File: src/rtl/pipe_pkg.sv
// Shared types and constants for the generic elastic pipeline-stage register.
// Provides the stage state encoding, occupancy codes, the RV32 NOP used as
// the bubble payload and a state-to-occupancy helper.
package pipe_pkg;

  localparam int unsigned OCC_W = 2;

  typedef enum logic [1:0] {ST_EMPTY, ST_ONE, ST_TWO} pipe_state_t;

  localparam logic [OCC_W-1:0] OCC_EMPTY = 2'd0;
  localparam logic [OCC_W-1:0] OCC_ONE   = 2'd1;
  localparam logic [OCC_W-1:0] OCC_TWO   = 2'd2;

  // addi x0, x0, 0
  localparam logic [31:0] RV_NOP = 32'h0000_0013;

  // Number of entries held in a given state
  function automatic logic [OCC_W-1:0] occ_of(input pipe_state_t s);
    case (s)
      ST_ONE:  return OCC_ONE;
      ST_TWO:  return OCC_TWO;
      default: return OCC_EMPTY;
    endcase
  endfunction

endpackage

File: src/rtl/pipe_stage_entry.sv
// One payload storage entry of a pipeline stage.
// Ports: clk, rst_n (async active-low), clear_i (load BUBBLE_VALUE, wins over
// load), load_i (capture d_i), d_i payload in, q_o stored payload.
module pipe_stage_entry
  import pipe_pkg::*;
#(
  parameter int unsigned      WIDTH        = 32,
  parameter logic [WIDTH-1:0] BUBBLE_VALUE = '0
) (
  input  logic             clk,
  input  logic             rst_n,
  input  logic             clear_i,
  input  logic             load_i,
  input  logic [WIDTH-1:0] d_i,
  output logic [WIDTH-1:0] q_o
);

  logic [WIDTH-1:0] data_d;
  logic [WIDTH-1:0] data_q;

  // Next payload: clear beats load, otherwise hold
  always_comb begin
    data_d = data_q;
    if (clear_i) begin
      data_d = BUBBLE_VALUE;
    end else if (load_i) begin
      data_d = d_i;
    end
  end

  always_ff @(posedge clk or negedge rst_n) begin
    if (!rst_n) begin
      data_q <= BUBBLE_VALUE;
    end else begin
      data_q <= data_d;
    end
  end

  assign q_o = data_q;

endmodule

File: src/rtl/pipe_stage_reg.sv
// Elastic valid/ready pipeline-stage register with optional two-entry skid
// buffer, global BUSYWAIT stall and synchronous FLUSH to a bubble.
// Ports: CLK, RESET (async active-low), BUSYWAIT (freeze), FLUSH (kill),
// IN_VALID/IN_READY/IN_DATA upstream, OUT_VALID/OUT_READY/OUT_DATA
// downstream, OCCUPANCY entries held (0..2).
// IN_READY is combinational from flops plus BUSYWAIT/FLUSH (and OUT_READY
// when SKID=0); OUT_VALID/OCCUPANCY are flops.
module pipe_stage_reg
  import pipe_pkg::*;
#(
  parameter int unsigned      WIDTH        = 32,
  parameter int unsigned      SKID         = 1,
  parameter logic [WIDTH-1:0] BUBBLE_VALUE = '0
) (
  input  logic             CLK,
  input  logic             RESET,
  input  logic             BUSYWAIT,
  input  logic             FLUSH,
  input  logic             IN_VALID,
  output logic             IN_READY,
  input  logic [WIDTH-1:0] IN_DATA,
  output logic             OUT_VALID,
  input  logic             OUT_READY,
  output logic [WIDTH-1:0] OUT_DATA,
  output logic [OCC_W-1:0] OCCUPANCY
);

  localparam bit HAS_SKID = (SKID != 0);

  logic [1:0]       rst_sync_d;
  logic [1:0]       rst_sync_q;
  logic             released;

  pipe_state_t      state_d;
  pipe_state_t      state_q;
  logic             valid_d;
  logic             valid_q;
  logic [OCC_W-1:0] occ_d;
  logic [OCC_W-1:0] occ_q;

  logic             in_ready_c;
  logic             in_fire;
  logic             out_fire;
  logic             head_load;
  logic             head_from_skid;
  logic             skid_load;
  logic [WIDTH-1:0] head_in;
  logic [WIDTH-1:0] head_q;
  logic [WIDTH-1:0] skid_q;

  // Two-flop reset release: IN_READY stays low until the second edge
  assign rst_sync_d = {rst_sync_q[0], 1'b1};

  always_ff @(posedge CLK or negedge RESET) begin
    if (!RESET) begin
      rst_sync_q <= '0;
    end else begin
      rst_sync_q <= rst_sync_d;
    end
  end

  assign released = rst_sync_q[1];

  // Upstream ready and handshake qualification
  always_comb begin
    in_ready_c = 1'b0;
    if (HAS_SKID) begin
      in_ready_c = (state_q != ST_TWO);
    end else begin
      in_ready_c = (state_q == ST_EMPTY) || OUT_READY;
    end
    in_ready_c = in_ready_c && !BUSYWAIT && !FLUSH && released;
  end

  assign in_fire  = IN_VALID && in_ready_c;
  assign out_fire = valid_q && OUT_READY && !BUSYWAIT;

  // Next state and payload-load controls; FLUSH overrides everything
  always_comb begin
    state_d        = state_q;
    head_load      = 1'b0;
    head_from_skid = 1'b0;
    skid_load      = 1'b0;
    if (FLUSH) begin
      state_d = ST_EMPTY;
    end else begin
      case (state_q)
        ST_EMPTY: begin
          if (in_fire) begin
            state_d   = ST_ONE;
            head_load = 1'b1;
          end
        end
        ST_ONE: begin
          if (in_fire && out_fire) begin
            head_load = 1'b1;
          end else if (in_fire) begin
            // Only reachable with a skid entry: SKID=0 needs OUT_READY to accept
            if (HAS_SKID) begin
              state_d   = ST_TWO;
              skid_load = 1'b1;
            end
          end else if (out_fire) begin
            state_d = ST_EMPTY;
          end
        end
        ST_TWO: begin
          if (out_fire) begin
            state_d        = ST_ONE;
            head_load      = 1'b1;
            head_from_skid = 1'b1;
          end
        end
        default: state_d = ST_EMPTY;
      endcase
    end
    valid_d = (state_d != ST_EMPTY);
    occ_d   = occ_of(state_d);
  end

  always_ff @(posedge CLK or negedge RESET) begin
    if (!RESET) begin
      state_q <= ST_EMPTY;
      valid_q <= 1'b0;
      occ_q   <= OCC_EMPTY;
    end else begin
      state_q <= state_d;
      valid_q <= valid_d;
      occ_q   <= occ_d;
    end
  end

  assign head_in = head_from_skid ? skid_q : IN_DATA;

  pipe_stage_entry #(
    .WIDTH        (WIDTH),
    .BUBBLE_VALUE (BUBBLE_VALUE)
  ) u_head (
    .clk     (CLK),
    .rst_n   (RESET),
    .clear_i (FLUSH),
    .load_i  (head_load),
    .d_i     (head_in),
    .q_o     (head_q)
  );

  generate
    if (HAS_SKID) begin : g_skid
      pipe_stage_entry #(
        .WIDTH        (WIDTH),
        .BUBBLE_VALUE (BUBBLE_VALUE)
      ) u_skid (
        .clk     (CLK),
        .rst_n   (RESET),
        .clear_i (FLUSH),
        .load_i  (skid_load),
        .d_i     (IN_DATA),
        .q_o     (skid_q)
      );
    end else begin : g_no_skid
      // Single-entry stage: skid storage collapses to the bubble constant
      logic skid_load_unused;
      assign skid_load_unused = skid_load;
      assign skid_q           = BUBBLE_VALUE;
    end
  endgenerate

  assign IN_READY  = in_ready_c;
  assign OUT_VALID = valid_q;
  assign OUT_DATA  = head_q;
  assign OCCUPANCY = occ_q;

endmodule

File: config.mk
export PLATFORM = sky130hd
export DESIGN_NAME = pipe_stage_reg
export DESIGN_NICKNAME = d
export VERILOG_FILES = /design/src/rtl/pipe_pkg.sv /design/src/rtl/pipe_stage_entry.sv /design/src/rtl/pipe_stage_reg.sv
export SDC_FILE = /design/constraint.sdc
export NUM_CORES = 1
export LEC_CHECK = 0
export BUFFER_PORTS_ARGS = -buffer_cell sky130_fd_sc_hd__buf_4
export CAP_MARGIN = 20
export CORE_ASPECT_RATIO = 1.75
export CORE_UTILIZATION = 42
export CTS_BUF_LIST = sky130_fd_sc_hd__clkbuf_4 sky130_fd_sc_hd__clkbuf_8
export DETAILED_ROUTE_END_ITERATION = 6
export GPL_TIMING_DRIVEN = 0
export HOLD_SLACK_MARGIN = 0.03
export PLACE_DENSITY_LB_ADDON = 0.12
export SLEW_MARGIN = 20
export SYNTH_ARGS = -nofsm -noshare
export SYNTH_HDL_FRONTEND = slang
export SYNTH_SLANG_ARGS = --single-unit
File: constraint.sdc
create_clock -name CLK -period 2.2 [get_ports CLK]
set_clock_uncertainty 0.15 [all_clocks]
set_input_delay 0.22 -clock CLK [delete_from_list [all_inputs] [get_ports CLK]]
set_output_delay 0.22 -clock CLK [all_outputs]
set_load 0.05 [all_outputs]
==> impl_metrics.ini, run 1 <==
[critical_path]
r2r_start = OUT_VALID
cp-end-kind = primary output
r2r_slack_ns = 0.26
cp.arrival_ns = 1.70
cp_max_fo = 10
crit_type = in2out
rr_endpoint = u_head.q_o[15]
cp.required_ns = 1.83
startpoint_type = input port
r2r_cells = 5

[yosys]
async_reset_ff_share_pct = 100
yosys_warnings = 0
netlist_instances = 279
ys_seq_area_share_pct = 55.1
synth_most_common_cell = dfrtp_1
synth.distinct_cells = 35
syn_area_sq_um = 3220
avgSynthCellArea_sq_um = 11.6
synth_top_area_share_pct = 55.1
synthFlopType = dfrtp_1
synth_edf_count = 0
yosysTopAreaCell = dfrtp_1
synthTopCellsByCount = dfrtp_1, mux2i_1, nand2_1, nand2b_1, o21ai_0
synth_seq_cells = 71
syn-num-nets = 317
synth_area_leaders = dfrtp_1, mux2i_1, o2bb2ai_1

[power]
p_leak_nw = 1.98
p_total_mw = 2.82
ir_drop_v = 0.000629
power.density_nw_per_um2 = 637

[timing]
period_needed_ns = 2.07
period_share_pct = 94.3
tightest_slew_ns = 0.899
slew_violations = 0
max-slew-margin-rel_pct = 40.1
rsz0062_at_grt = false
holdWs_ns = 0.155
fin_tns_setup_ns = 0
setup_viol = 0
fmax_ghz = 0.482
hold_viol = 0

[final_layout]
drive_gt1_share_pct = 28.0
seqCellArea_sq_um = 1780
fin_nets = 434
area_delta_synth_final_pct = 37.1
multi_input_area_sq_um = 1310
nFillCells = 656
num_antenna_cells = 0
design_area_sq_um = 4420

[run_status]
outcome = completed

[die]
rows = 41
die_height_um = 118
die_x_um = 68.2
start_util_pct = 44.0
num_io_pins = 74
fp.coreArea_sq_um = 7340
die-area_sq_um = 8050

[hold_path]
min_from = OUT_READY
hold_class = in2reg
whs_endpoint = OCCUPANCY[1]
whs_path_depth = 3

[clock_tree]
path_clk_slew_ns = 0.07
cts-buffers-inserted = 9
clockRootBuffer = clkbuf_8
clk_latency_ns = 0.36
cts_tree = yes
clock-sinks = 71
htreeDepth = 3
clk_path_buf_depth = 2

[routing]
viasPerCell = 5.11
detailedRoute.firstIterationViolations = 147
dr_total_vias = 2485
dr.pass1.iters = 4
wirelength_um = 7610
postRouteAntennaNets = 0
wl_per_cell_um = 15.7
route.detailed.drc = 0

[global_route]
grt_max_degree = 72
grt_use_total_pct = 21.0
grt_remaining_overflow = 0
grt_pass1_vias = 2514
grt_pass1_wl_um = 12300
grt_antenna_before_repair = 0

[placement]
dpl.hpwl_um = 4710
place_area_sq_um = 3880
gp_congestion = 0.724
port-buffer-count = 72

[flow_run]
maxCapViolations = 0
==> flip-flops by register name, summed over array words and instances (netlist names) <==
name / cells
g_skid.u_skid.q_o: 32
state_q: 2
u_head.q_o: 32
OUT_VALID: 1
OCCUPANCY: 2
rst_sync_q: 2
==> through the flow <==
step	utilization (%)	std cells	setup slack [ns]
4_1_cts	60.3	486	0.0632
5_1_grt	60.3	486	0.0499
6_report	60.3	486	0.126
2_1_floorplan	-	279	0.279
3_3_place_gp	52.9	437	0.273
3_5_place_dp	52.9	437	0.261
==> area by class of cell <==
| class | count | share of cell area (%) |
|---|---|---|
| clock inverters | 3 | 0.962 |
| clock buffers | 12 | 3.59 |
| well taps | 86 | 2.43 |
| multi-input cells | 186 | 29.5 |
| repair buffers | 106 | 19.9 |
| inverters | 2 | 0.170 |
| plain buffers | 20 | 3.20 |
| flip-flops and latches | 71 | 40.2 |
==> how the worst max path moves through the flow <==
stage | startpoint | end | slack (ns) | cells past startpoint
floorplan | OUT_VALID | u_head.q_o[10] | 0.28 | 5
global placement | OUT_VALID | u_head.q_o[8] | 0.27 | 5
detailed placement | OUT_VALID | u_head.q_o[15] | 0.26 | 5
CTS | FLUSH | IN_READY | 0.06 | 5
global route | FLUSH | u_head.q_o[15] | 0.05 | 7
finish | FLUSH | IN_READY | 0.13 | 5
==> worst max-delay path, stage by stage <==
cell and delay [ns]:
dlygate4sd3_1 0.56, buf_6 0.15, clkbuf_2 0.20, nor4b_2 0.33
buf_4 0.24
==> where the power goes <==
group | internal, mW | leakage [nW] | switching [mW]
Sequential | 1.34 | 0.977 | 0.0195
Combinational | 0.165 | 0.897 | 0.215
Clock | 0.590 | 0.102 | 0.490
==> metal layers <==
metal	part of all wire (%)	track usage (%)	vias up	routed length (um)
met2	49	33.3	56	3760
met4	2.4	10.5	0	181
met5	0	0	-	0
li1	-	-	1214	-
met1	45	26.5	1204	3410
met3	3.5	3.49	11	263
==> kinds of logic (layout without fill, tap and decap cells) <==
logic type	Yosys count	in the layout	synth area share (%)
multiplexers	35	35	10.9
other	1	1	0.116
buffers and inverters	22	143	4.58
AO/OA/AOI/OAI	67	67	14.6
AND/OR/NAND/NOR	82	82	14.4
flip-flops	71	71	55.1
XOR/XNOR	1	1	0.272
==> cell usage in the layout (no fill, tap or decap), types with 4 or more instances in the layout <==
cell type       n
dlygate4sd3_1  34
buf_4          80
nor2_1          8
mux2i_1        34
nand2b_1       30
clkbuf_8       11
nand2_1        30
dfrtp_1        71
o2bb2ai_1      28
o21ai_0        29
buf_6           4
==> what timing repair did <==
item,4_1_cts,5_1_grt
setup buffers,0,0
hold endpoints to repair,131,0
setup endpoints to repair,0,1
gates resized for setup,0,2
hold buffers,34,0
No activity file was read; power rests on OpenSTA's default activity.
==> run 2: changes to the inputs <==
--- a/config.mk
+++ b/config.mk
@@ -7,6 +7,8 @@
 export LEC_CHECK = 0
 export BUFFER_PORTS_ARGS = -buffer_cell sky130_fd_sc_hd__buf_4
 export CAP_MARGIN = 20
+export CELL_PAD_IN_SITES_DETAIL_PLACEMENT = 0
+export CELL_PAD_IN_SITES_GLOBAL_PLACEMENT = 1
 export CORE_ASPECT_RATIO = 1.75
 export CORE_UTILIZATION = 42
 export CTS_BUF_LIST = sky130_fd_sc_hd__clkbuf_4 sky130_fd_sc_hd__clkbuf_8
==> run 2 against run 1 <==
  * Design area down 0.93%
  * Combinational power hardly changed
  * Clock power is 13% lower
  * Sequential power about the same
  * Via count fell by 0.72%
  * Power decreased by 5.2%
  * Setup slack improved by 0.12 ns
  * Critical path depth is the same
  * Register-to-register slack about the same
==> impl_metrics.ini, run 2 (synthesis results as in run 1) <==
[critical_path]
startpoint = OUT_VALID
startpoint_type = flip-flop
cp.required_ns = 2.27
cp_max_fo = 10
cp-endpoint = u_head.q_o[12]
cp-end-kind = flip-flop
r2r_start = OUT_VALID
cp.arrival_ns = 2.03
r2r_cells = 5
crit_type = reg2reg
rr_endpoint = u_head.q_o[12]
r2r_slack_ns = 0.25

[timing]
period_share_pct = 88.8
slew_violations = 0
max-slew-margin-rel_pct = 40.0
hold_viol = 0
setup_viol = 0
setup_slack_ns = 0.246
fmax_ghz = 0.512
holdWs_ns = 0.0734
period_needed_ns = 1.95
tightest_slew_ns = 0.900
fin_tns_setup_ns = 0
rsz0062_at_grt = false

[final_layout]
area_delta_synth_final_pct = 35.9
num_antenna_cells = 0
fin_nets = 433
design_area_sq_um = 4380
fin_cells = 484
final_common_cell = buf_4
nFillCells = 654
final_cell_mix = buf_4, dfrtp_1, mux2i_1
drive_gt1_share_pct = 27.6
fin_util_pct = 59.7

[routing]
dr.pass1.iters = 4
wl_met2_um = 3670
postRouteAntennaNets = 0
route.detailed.drc = 0
detailedRoute.firstIterationViolations = 121
wl_met3_um = 241
drt-met1-wl_um = 3370
dr_total_vias = 2467
top_layer = met4
wl_per_cell_um = 15.3
wirelength_um = 7400
viasPerCell = 5.10

[placement]
dpl.hpwl_um = 4790
gp_congestion = 0.715
placed_cells = 437
place_area_sq_um = 3880
pre_cts_ws_ns = 0.245
port-buffer-count = 72

[clock_tree]
cts_tree = yes
cts_resized = 0
path_clk_slew_ns = 0.07
cts-buffers-inserted = 9
htreeDepth = 3
clock-sinks = 71
clk_path_buf_depth = 2
clockRootBuffer = clkbuf_8
postCtsSetupBuffers = 0
clk_latency_ns = 0.34

[die]
die_height_um = 118
start_util_pct = 44.0
rows = 41
num_io_pins = 74
die_x_um = 68.2
die-area_sq_um = 8050
fp.coreArea_sq_um = 7340

[power]
p_leak_nw = 1.96
ir_drop_v = 0.000425
power.density_nw_per_um2 = 609
p_total_mw = 2.67

[global_route]
grt_pass1_wl_um = 12300
grt_pass1_vias = 2503
grt_max_degree = 72
grt_antenna_before_repair = 0
grt_use_total_pct = 20.4
grt_remaining_overflow = 0

[hold_path]
hold_class = in2reg

[flow_run]
maxCapViolations = 0

[run_status]
outcome = completed
run 2: changes by cell type in the layout (fill, tap and decap cells not counted), sizes merged:
cell         previous run  this run
clkbuf                 18        19
dlygate4sd3            34        33
bufinv                  1         0
clkinvlp                1         0
run 2: area by class of cell:
type / instances / area, sq um / area share [%]
flip-flops and latches: 71 / 1780 / 40.6
multi-input cells: 186 / 1310 / 29.8
repair buffers: 105 / 871 / 19.9
clock buffers: 13 / 166 / 3.80
plain buffers: 20 / 140 / 3.20
well taps: 86 / 108 / 2.46
inverters: 2 / 7.51 / 0.171
clock inverters: 1 / 5.00 / 0.114
run 2: worst min-delay path by stage:
stage | end | slack [ns] | depth (start not counted) | from
after floorplan | OCCUPANCY[0] | -0.23 | 0 | RESET
after global placement | rst_sync_q[1] | 0.18 | 0 | rst_sync_q[0]
after detailed placement | rst_sync_q[1] | 0.18 | 0 | rst_sync_q[0]
after CTS | u_head.q_o[29] | 0.07 | 3 | FLUSH
after global routing | u_head.q_o[29] | 0.1 | 3 | FLUSH
final | u_head.q_o[29] | 0.07 | 3 | FLUSH
run 2: power by group:
group	internal (mW)	switching (mW)	leakage [nW]	total, mW
sequential	1.34	0.0185	0.977	1.35
clock	0.483	0.454	0.0922	0.937
combinational	0.164	0.213	0.889	0.377
total	1.98	0.686	1.96	2.67
run 2: per-layer routing:
| layer | GRT usage, % | vias up |
|---|---|---|
| met5 | 0 | - |
| met4 | 8.20 | 0 |
| met3 | 3.78 | 11 |
| met2 | 33.3 | 53 |
| met1 | 25.8 | 1191 |
| li1 | - | 1212 |
run 2: what timing repair did:
action / CTS / global route
endpoints found under the setup margin: 0 / 0
hold buffers: 33 / 0
endpoints found under the hold margin: 128 / 0
run 2: worst max-delay path, cell delays in order, from the launching register on:
cell and delay (ns):
dfrtp_1 0.39, and3b_1 0.22, o211a_4 0.27, nor2_2 0.44, buf_4 0.28, o2bb2ai_1 0.09
